## src/rtl/pf_lanectrl_dly_seq.sv

```systemverilog
// rtl/pf_lanectrl_dly_seq.sv - DQS delay-line tap sequencer for one DDR4 lane controller
//
// Runs in the FAB_CLK domain. Accepts a move or reload command for the RX or
// TX DQS delay line and wraps it in an HS_IO_CLK_PAUSE window. Inside that
// window it issues spaced single-cycle MOVE/LOAD pulses, tracks both tap
// positions and aborts on lane out-of-range or tap saturation.
//
// Ports:
//   FAB_CLK, RESET_N               clock, synchronous active-low reset
//   CMD_VALID/CMD_READY            command handshake (READY only in IDLE)
//   CMD_SEL/CMD_DIR/CMD_LOAD       line select, direction, reload request
//   CMD_COUNT                      taps to move
//   RX/TX_DELAY_LINE_OUT_OF_RANGE  lane range flags
//   DELAY_LINE_SEL/_DIRECTION      registered controls, stable for the window
//   DELAY_LINE_MOVE/_LOAD          single-cycle pulses to the lane
//   HS_IO_CLK_PAUSE                pause request to the lane
//   RX_TAP, TX_TAP                 tracked tap positions
//   DONE, OOR, MOVED               completion pulse, abort flag, taps moved

module pf_lanectrl_dly_seq #(
    parameter int unsigned TAP_MAX     = 255,
    parameter int unsigned INIT_TAP    = 1,
    parameter int unsigned PAUSE_LEAD  = 2,
    parameter int unsigned MOVE_GAP    = 4,
    parameter int unsigned PAUSE_TRAIL = 2
) (
    input  logic       FAB_CLK,
    input  logic       RESET_N,
    input  logic       CMD_VALID,
    output logic       CMD_READY,
    input  logic       CMD_SEL,
    input  logic       CMD_DIR,
    input  logic       CMD_LOAD,
    input  logic [7:0] CMD_COUNT,
    input  logic       RX_DELAY_LINE_OUT_OF_RANGE,
    input  logic       TX_DELAY_LINE_OUT_OF_RANGE,
    output logic       DELAY_LINE_SEL,
    output logic       DELAY_LINE_DIRECTION,
    output logic       DELAY_LINE_MOVE,
    output logic       DELAY_LINE_LOAD,
    output logic       HS_IO_CLK_PAUSE,
    output logic [7:0] RX_TAP,
    output logic [7:0] TX_TAP,
    output logic       DONE,
    output logic       OOR,
    output logic [7:0] MOVED
);

    typedef enum logic [2:0] {
        S_IDLE, S_LEAD, S_PULSE, S_GAP, S_TRAIL, S_FIN
    } state_t;

    state_t     state_q, state_d;
    logic [7:0] cnt_q, cnt_d;
    logic [7:0] rem_q, rem_d;
    logic [7:0] moved_q, moved_d;
    logic [7:0] rx_tap_q, rx_tap_d;
    logic [7:0] tx_tap_q, tx_tap_d;
    logic       sel_q, sel_d;
    logic       dir_q, dir_d;
    logic       load_q, load_d;
    logic       oor_q, oor_d;

    logic [7:0] cur_tap;
    logic       sat;
    logic       lane_oor;

    assign cur_tap  = sel_q ? tx_tap_q : rx_tap_q;
    // A move that would step past either end of the line is refused outright.
    assign sat      = dir_q ? (cur_tap == 8'(TAP_MAX)) : (cur_tap == 8'd0);
    assign lane_oor = sel_q ? TX_DELAY_LINE_OUT_OF_RANGE : RX_DELAY_LINE_OUT_OF_RANGE;

    always_ff @(posedge FAB_CLK) begin
        if (!RESET_N) begin
            state_q  <= S_IDLE;
            cnt_q    <= '0;
            rem_q    <= '0;
            moved_q  <= '0;
            rx_tap_q <= 8'(INIT_TAP);
            tx_tap_q <= 8'(INIT_TAP);
            sel_q    <= 1'b0;
            dir_q    <= 1'b0;
            load_q   <= 1'b0;
            oor_q    <= 1'b0;
        end else begin
            state_q  <= state_d;
            cnt_q    <= cnt_d;
            rem_q    <= rem_d;
            moved_q  <= moved_d;
            rx_tap_q <= rx_tap_d;
            tx_tap_q <= tx_tap_d;
            sel_q    <= sel_d;
            dir_q    <= dir_d;
            load_q   <= load_d;
            oor_q    <= oor_d;
        end
    end

    always_comb begin
        state_d  = state_q;
        cnt_d    = cnt_q;
        rem_d    = rem_q;
        moved_d  = moved_q;
        rx_tap_d = rx_tap_q;
        tx_tap_d = tx_tap_q;
        sel_d    = sel_q;
        dir_d    = dir_q;
        load_d   = load_q;
        oor_d    = oor_q;

        unique case (state_q)
            S_IDLE: begin
                if (CMD_VALID) begin
                    sel_d   = CMD_SEL;
                    dir_d   = CMD_DIR;
                    load_d  = CMD_LOAD;
                    rem_d   = CMD_COUNT;
                    moved_d = '0;
                    oor_d   = 1'b0;
                    cnt_d   = 8'(PAUSE_LEAD - 1);
                    state_d = S_LEAD;
                end
            end
            S_LEAD: begin
                if (cnt_q == 8'd0) begin
                    if (load_q || rem_q != 8'd0) begin
                        state_d = S_PULSE;
                    end else begin
                        cnt_d   = 8'(PAUSE_TRAIL - 1);
                        state_d = S_TRAIL;
                    end
                end else begin
                    cnt_d = cnt_q - 8'd1;
                end
            end
            S_PULSE: begin
                if (load_q) begin
                    if (sel_q) tx_tap_d = 8'(INIT_TAP);
                    else       rx_tap_d = 8'(INIT_TAP);
                    // Zero remaining so the gap ends in TRAIL.
                    rem_d   = '0;
                    cnt_d   = 8'(MOVE_GAP - 1);
                    state_d = S_GAP;
                end else if (sat) begin
                    oor_d   = 1'b1;
                    cnt_d   = 8'(PAUSE_TRAIL - 1);
                    state_d = S_TRAIL;
                end else begin
                    if (sel_q) tx_tap_d = dir_q ? tx_tap_q + 8'd1 : tx_tap_q - 8'd1;
                    else       rx_tap_d = dir_q ? rx_tap_q + 8'd1 : rx_tap_q - 8'd1;
                    moved_d = moved_q + 8'd1;
                    rem_d   = rem_q - 8'd1;
                    cnt_d   = 8'(MOVE_GAP - 1);
                    state_d = S_GAP;
                end
            end
            S_GAP: begin
                if (lane_oor) begin
                    oor_d   = 1'b1;
                    cnt_d   = 8'(PAUSE_TRAIL - 1);
                    state_d = S_TRAIL;
                end else if (cnt_q == 8'd0) begin
                    if (rem_q != 8'd0) begin
                        state_d = S_PULSE;
                    end else begin
                        cnt_d   = 8'(PAUSE_TRAIL - 1);
                        state_d = S_TRAIL;
                    end
                end else begin
                    cnt_d = cnt_q - 8'd1;
                end
            end
            S_TRAIL: begin
                if (cnt_q == 8'd0) state_d = S_FIN;
                else               cnt_d   = cnt_q - 8'd1;
            end
            S_FIN: begin
                state_d = S_IDLE;
            end
            default: begin
                state_d = S_IDLE;
            end
        endcase
    end

    assign CMD_READY            = (state_q == S_IDLE);
    assign HS_IO_CLK_PAUSE      = (state_q == S_LEAD) || (state_q == S_PULSE) ||
                                  (state_q == S_GAP)  || (state_q == S_TRAIL);
    assign DELAY_LINE_MOVE      = (state_q == S_PULSE) && !load_q && !sat;
    assign DELAY_LINE_LOAD      = (state_q == S_PULSE) && load_q;
    assign DELAY_LINE_SEL       = sel_q;
    assign DELAY_LINE_DIRECTION = dir_q;
    assign DONE                 = (state_q == S_FIN);
    assign OOR                  = oor_q;
    assign MOVED                = moved_q;
    assign RX_TAP               = rx_tap_q;
    assign TX_TAP               = tx_tap_q;

endmodule

```

## config.mk

```make
export PLATFORM = sky130hd
export DESIGN_NAME = pf_lanectrl_dly_seq
export DESIGN_NICKNAME = d
export VERILOG_FILES = /design/src/rtl/pf_lanectrl_dly_seq.sv
export SDC_FILE = /design/constraint.sdc
export NUM_CORES = 1
export LEC_CHECK = 0
export ABC_CLOCK_PERIOD_IN_PS = 2800
export CAP_MARGIN = 25
export CORE_UTILIZATION = 29
export CTS_CLUSTER_DIAMETER = 100
export DETAILED_ROUTE_END_ITERATION = 12
export HOLD_SLACK_MARGIN = 0.05
export PLACE_DENSITY_LB_ADDON = 0.08
export SYNTH_ARGS = -nofsm -noshare
export SYNTH_HDL_FRONTEND = slang
export SYNTH_SLANG_ARGS = --single-unit
```

## constraint.sdc

```tcl
create_clock -name FAB_CLK -period 2.8 [get_ports FAB_CLK]
set_clock_uncertainty 0.05 [all_clocks]
set_input_delay 0.84 -clock FAB_CLK [delete_from_list [all_inputs] [get_ports FAB_CLK]]
set_output_delay 0.84 -clock FAB_CLK [all_outputs]
set_load 0.05 [all_outputs]
```

# == Yosys cells after proc, flatten, opt, wreduce, memory -nomap -nowiden ==
# Index checks and enable logic that the tools add are counted.
# word_totals
out_inout_bits,32
input_bits,16
word_cells,110
regBits,47
# op_classes
n_addsub,7
muxes,46
eq_ne,22
reduce_logical,25
# ops
op,count
8-bit two-way mux,24
8-bit case mux with 5 select lines,1
8-bit case mux with 2 select lines,2
8-bit by 1-bit subtractor with 8-bit output (second input constant),4
3-bit two-way mux,9
8-bit by 1-bit adder with 8-bit output (second input constant),3
2-bit inequality test (second input constant),11
8-bit zero test,2
4-bit AND reduction,4
3-bit case mux with 5 select lines,1
5-bit AND reduction,2
3-bit inequality test (second input constant),3
8-bit equality test (second input constant),1
8-bit nonzero test,1
3-bit by 2-bit equality test with 1-bit output (second input constant),2
3-bit equality test (second input constant),2
1-bit two-way mux,6
5-bit nonzero test,1
1-bit logical OR,4
2-bit two-way mux,2
4-bit inequality test (second input constant),1
2-bit nonzero test,2
3-bit by 1-bit equality test with 1-bit output (second input constant),1
1-bit logical AND,3
7 further kinds,8

# == Longest topological paths before layout ==
# logic_depth
word_depth,6
depth_mapped,9
ltp_nobuf,8

# == Worst setup path before layout ==
# No wires, ideal clock.
# synth_timing
path_kind,register to output
from,register state_q[1]
to,output HS_IO_CLK_PAUSE
required_time_ps,1910
setup_slack_ps,-676
stages_incl_launch_ff,4
arrival_time_ps,2586
n_path_buf,1
cell_sequence,dfxtp_1 -> buf_2 -> nor3_1 -> nor2_1
# synth_via
elab_chain_cells,4
elab_cells_between_ends,7
cone_classes,eq/ne: 4; reduce/logical: 3
# synth_lines
item,line_no,rtl
from (decl),53,"state_t state_q, state_d;"
from (signal assigned),86,state_q <= state_d;
3-bit by 1-bit equality test with 1-bit output or 3-bit by 2-bit equality test with 1-bit output (tied branches),187,assign HS_IO_CLK_PAUSE = (state_q == S_LEAD) || (state_q == S_PULSE) ||
1-bit logical OR (2 in series),187,
1-bit logical OR (*),188,(state_q == S_GAP) || (state_q == S_TRAIL);
to (decl),41,"output logic HS_IO_CLK_PAUSE,"
# Every way passes the cells marked *; elsewhere a longest branch is shown, timed or not.

# == Worst setup path in the final report ==
# layout_timing
from,"register dir_q, in the netlist DELAY_LINE_DIRECTION"
to,output DELAY_LINE_MOVE
# layout_via
elab_chain_cells,3
# layout_lines
item,line_no,rtl
from (decl),60,"logic dir_q, dir_d;"
from (signal assigned),93,dir_q <= dir_d;
1-bit two-way mux,70,assign sat = dir_q ? (cur_tap == 8'(TAP_MAX)) : (cur_tap == 8'd0);
1-bit zero test,189,assign DELAY_LINE_MOVE = (state_q == S_PULSE) && !load_q && !sat;
1-bit logical AND,189,
to (decl),39,"output logic DELAY_LINE_MOVE,"
# Every way passes these cells.

==> impl_metrics.tcl <==
set metrics [dict create \
    critPathCaptureType "primary output" \
    crit_type "flip-flop to primary output" \
    rsz0062_at_grt "true" \
    insertion_delay_ps 300 \
    startpoint "DELAY_LINE_DIRECTION" \
    yosys_warnings 0 \
    syn-num-nets 450 \
    via_count 3218 \
    worstPathCellList "buf_6 -> nor4b_4 -> a22o_1 -> a31oi_4 -> nand2_1 -> nor2_4 -> buf_12" \
    core-area_um2 10500 \
    hp-class "flip-flop to flip-flop" \
    synth_top_area_cell "dfxtp_1" \
    reg2reg_to "RX_TAP[7]" \
    critPathCapture "DELAY_LINE_MOVE" \
    p_seq_frac 0.291 \
    clkPwrFrac 0.169 \
    grt_usage 0.172 \
    drv_cap 0 \
    power_switching_w 0.00134 \
    power.density_nw_per_um2 738 \
    critPathTopFamily "compound AO/OA/AOI/OAI gates" \
    total_power_w 0.00304 \
    dieArea_um2 11500 \
    fmax_mhz 377 \
    reg2reg_slack_ps 190 \
    clkSinkCount 47 \
    h-tree-depth 2 \
    syn_avg_cell_area_um2 7.69 \
    slew_violations 0 \
    r2r-start "DELAY_LINE_DIRECTION" \
    die_y_um 107 \
    cp.arrival_ps 1770 \
    cts_tree "built" \
    antenna_found_initial 0 \
    routed_wl_um 9500 \
    synth_most_common_cell "dfxtp_1" \
    clk_pin_slew_ps 100 \
    die_x_um 107 \
    grt_max_degree 23 \
    rows 37 \
    setup_viol 0 \
    postLayoutSetupSlackWorst_ps 144 \
    cpPeakStageDelay_ps 370 \
    max-slew-margin-rel 0.631 \
    synth_top_cells_by_area "dfxtp_1 29%, ha_1 6.3%, a21oi_1 6.1%" \
    synth_seq_cells 47 \
    num-nets-final 506 \
    io_pins 48 \
    drc 0 \
    numPortBuffers 47 \
    area_delta_synth_final_pct 28.6 \
    post_synth_instance_area_um2 3200 \
    ys_seq_area_frac 0.294 \
    antennaDiodeCount 0 \
    drtPass1Iterations 6 \
    critPathBufInv 2 \
    place_ws_ps 7.55 \
    outcome "completed" \
    cp.required_ps 1910 \
    yosysUniqueCellTypes 53 \
    leakage_nw 1.46 \
    peakVddDrop_uv 262 \
    rr_worst_depth 8 \
    hpwl_um 6860 \
    tightest_slew_ps 550 \
    combPwrFrac 0.540 \
    via_per_inst 5.29 \
    synth_edf_count 0 \
    crit_path_start_kind "flip-flop" \
    initial_utilization 0.304 \
    cp.depth 7 \
    grt_pass1_vias 3031 \
    cp_slowest_cell "dfxtp_2" \
    yosys.area.top_type_share 0.294 \
    routabilityCongestion 0.786 \
    cts-hold-fix-buffers 0 \
    synth_flop_cell "dfxtp_1" \
    syn_inst 416 \
    antenna_left 0 \
    globalRouteOverflowTotal 0 \
    synthTopCellsByCount "47 x dfxtp_1, 41 x nor2_1, 39 x a21oi_1, 32 x nand2_1, 32 x o21ai_0" \
    worst-path-max-fanout 10 \
    post-route-util 0.392 \
    clk_path_buf_depth 2 \
    fin_crit_sh 0.948 \
    drt-wirelength-per-cell_um 15.6 \
    grt_pass1_wl_um 15600 \
    sw_frac_of_total 0.441 \
    min_period_ps 2660 \
    cts-root-buf "clkbuf_8" \
    async_flop_share 0 \
    drtIter0Drc 158 \
    hold_violations 0 \
    fin_setup_tns_ps 0 \
    p_int_w 0.00170 \
    cts_buffers 5 \
    layout-drive-gt1-share 0.117 \
]
==> flip-flops by register name, summed over array words and instances (netlist names), 3 cells and up <==
| signal | count |
|---|---|
| state_q | 3 |
| cnt_q | 8 |
| TX_TAP | 8 |
| rem_q | 8 |
| RX_TAP | 8 |
| MOVED | 8 |
==> kinds of logic (layout without fill, tap and decap cells) <==
kind of cell             count (synthesis)  after routing  synth area share
AO/OA/AOI/OAI                          127            127             0.255
XOR/XNOR                                12             12            0.0329
adder cells (fa/ha/maj)                 18             18            0.0751
buffers and inverters                   43             99            0.0547
flip-flops                              47             47             0.294
multiplexers                             4              4            0.0129
AND/OR/NAND/NOR                        165            165             0.275
==> metrics by stage <==
| stage | cells | hold WS [ps] | cell area, um2 |
|---|---|---|---|
| floorplan | 416 | 407 | 3220 |
| detailed placement | 599 | 422 | 3970 |
| global placement | 599 | 406 | 3970 |
| CTS | 606 | 438 | 4080 |
| global route | 608 | 451 | 4120 |
| finish | 608 | 433 | 4120 |
==> worst reg2reg max path, cell delays in order, from the launching register on <==
cell	delay, ps
dfxtp_2	370
clkinvlp_4	280
ha_1	390
a21oi_1	200
o211ai_1	220
o41ai_2	290
xnor2_1	120
or4b_1	470
a31oi_1	170
==> worst min path at each step <==
stage | end | slack [ps] | depth (start not counted) | from
after global routing | MOVED[7] | 450 | 2 | MOVED[7]
after global placement | OOR | 410 | 2 | OOR
after floorplan | cnt_q[7] | 410 | 2 | cnt_q[7]
after detailed placement | MOVED[7] | 420 | 2 | MOVED[7]
after CTS | MOVED[7] | 440 | 2 | MOVED[7]
final | MOVED[7] | 430 | 2 | MOVED[7]
==> routing by layer <==
layer / vias up / global-route usage / part of all wire
met5: - / 0 / 0
met1: 1500 / 0.235 / 0.51
li1: 1659 / - / -
met2: 55 / 0.289 / 0.45
met4: 0 / 0.0294 / 0.0064
met3: 4 / 0.0243 / 0.033
==> power groups by stage <==
stage	sequential, W	combinational, W	clock [W]
after floorplan	0.000934	0.00109	0
after detailed placement	0.000894	0.00162	0
after global routing	0.000903	0.00182	0.000552
final	0.000883	0.00164	0.000513
after global placement	0.000897	0.00162	0
after CTS	0.000880	0.00163	0.000531
==> cell type report <==
type	count	area (um2)
Fill cell	1090	6390
Multi-Input combinational cell	326	2110
Sequential cell	47	943
Timing Repair Buffer	73	707
Tap cell	136	170
Inverter	19	75.1
Clock buffer	5	68.8
Clock inverter	2	37.5
==> cell usage in the layout, fill, tap and decap left out, types with 13 or more instances in the layout <==
| cell | count |
|---|---|
| nand3_1 | 19 |
| a21oi_1 | 39 |
| ha_1 | 16 |
| clkdlybuf4s50_1 | 42 |
| nand2_1 | 32 |
| dfxtp_1 | 45 |
| nor3_1 | 13 |
| nor2_1 | 39 |
| buf_4 | 26 |
| o21ai_0 | 32 |
| inv_1 | 18 |
==> repair_timing <==
| item | CTS | global route |
|---|---|---|
| buffers inserted | 0 | 2 |
| gates cloned | 0 | 0 |
| gates resized for setup | 1 | 4 |
| setup endpoints to repair | 1 | 3 |
| pin swaps | 0 | 1 |
Note: power is estimated with default switching activity, not from simulation.
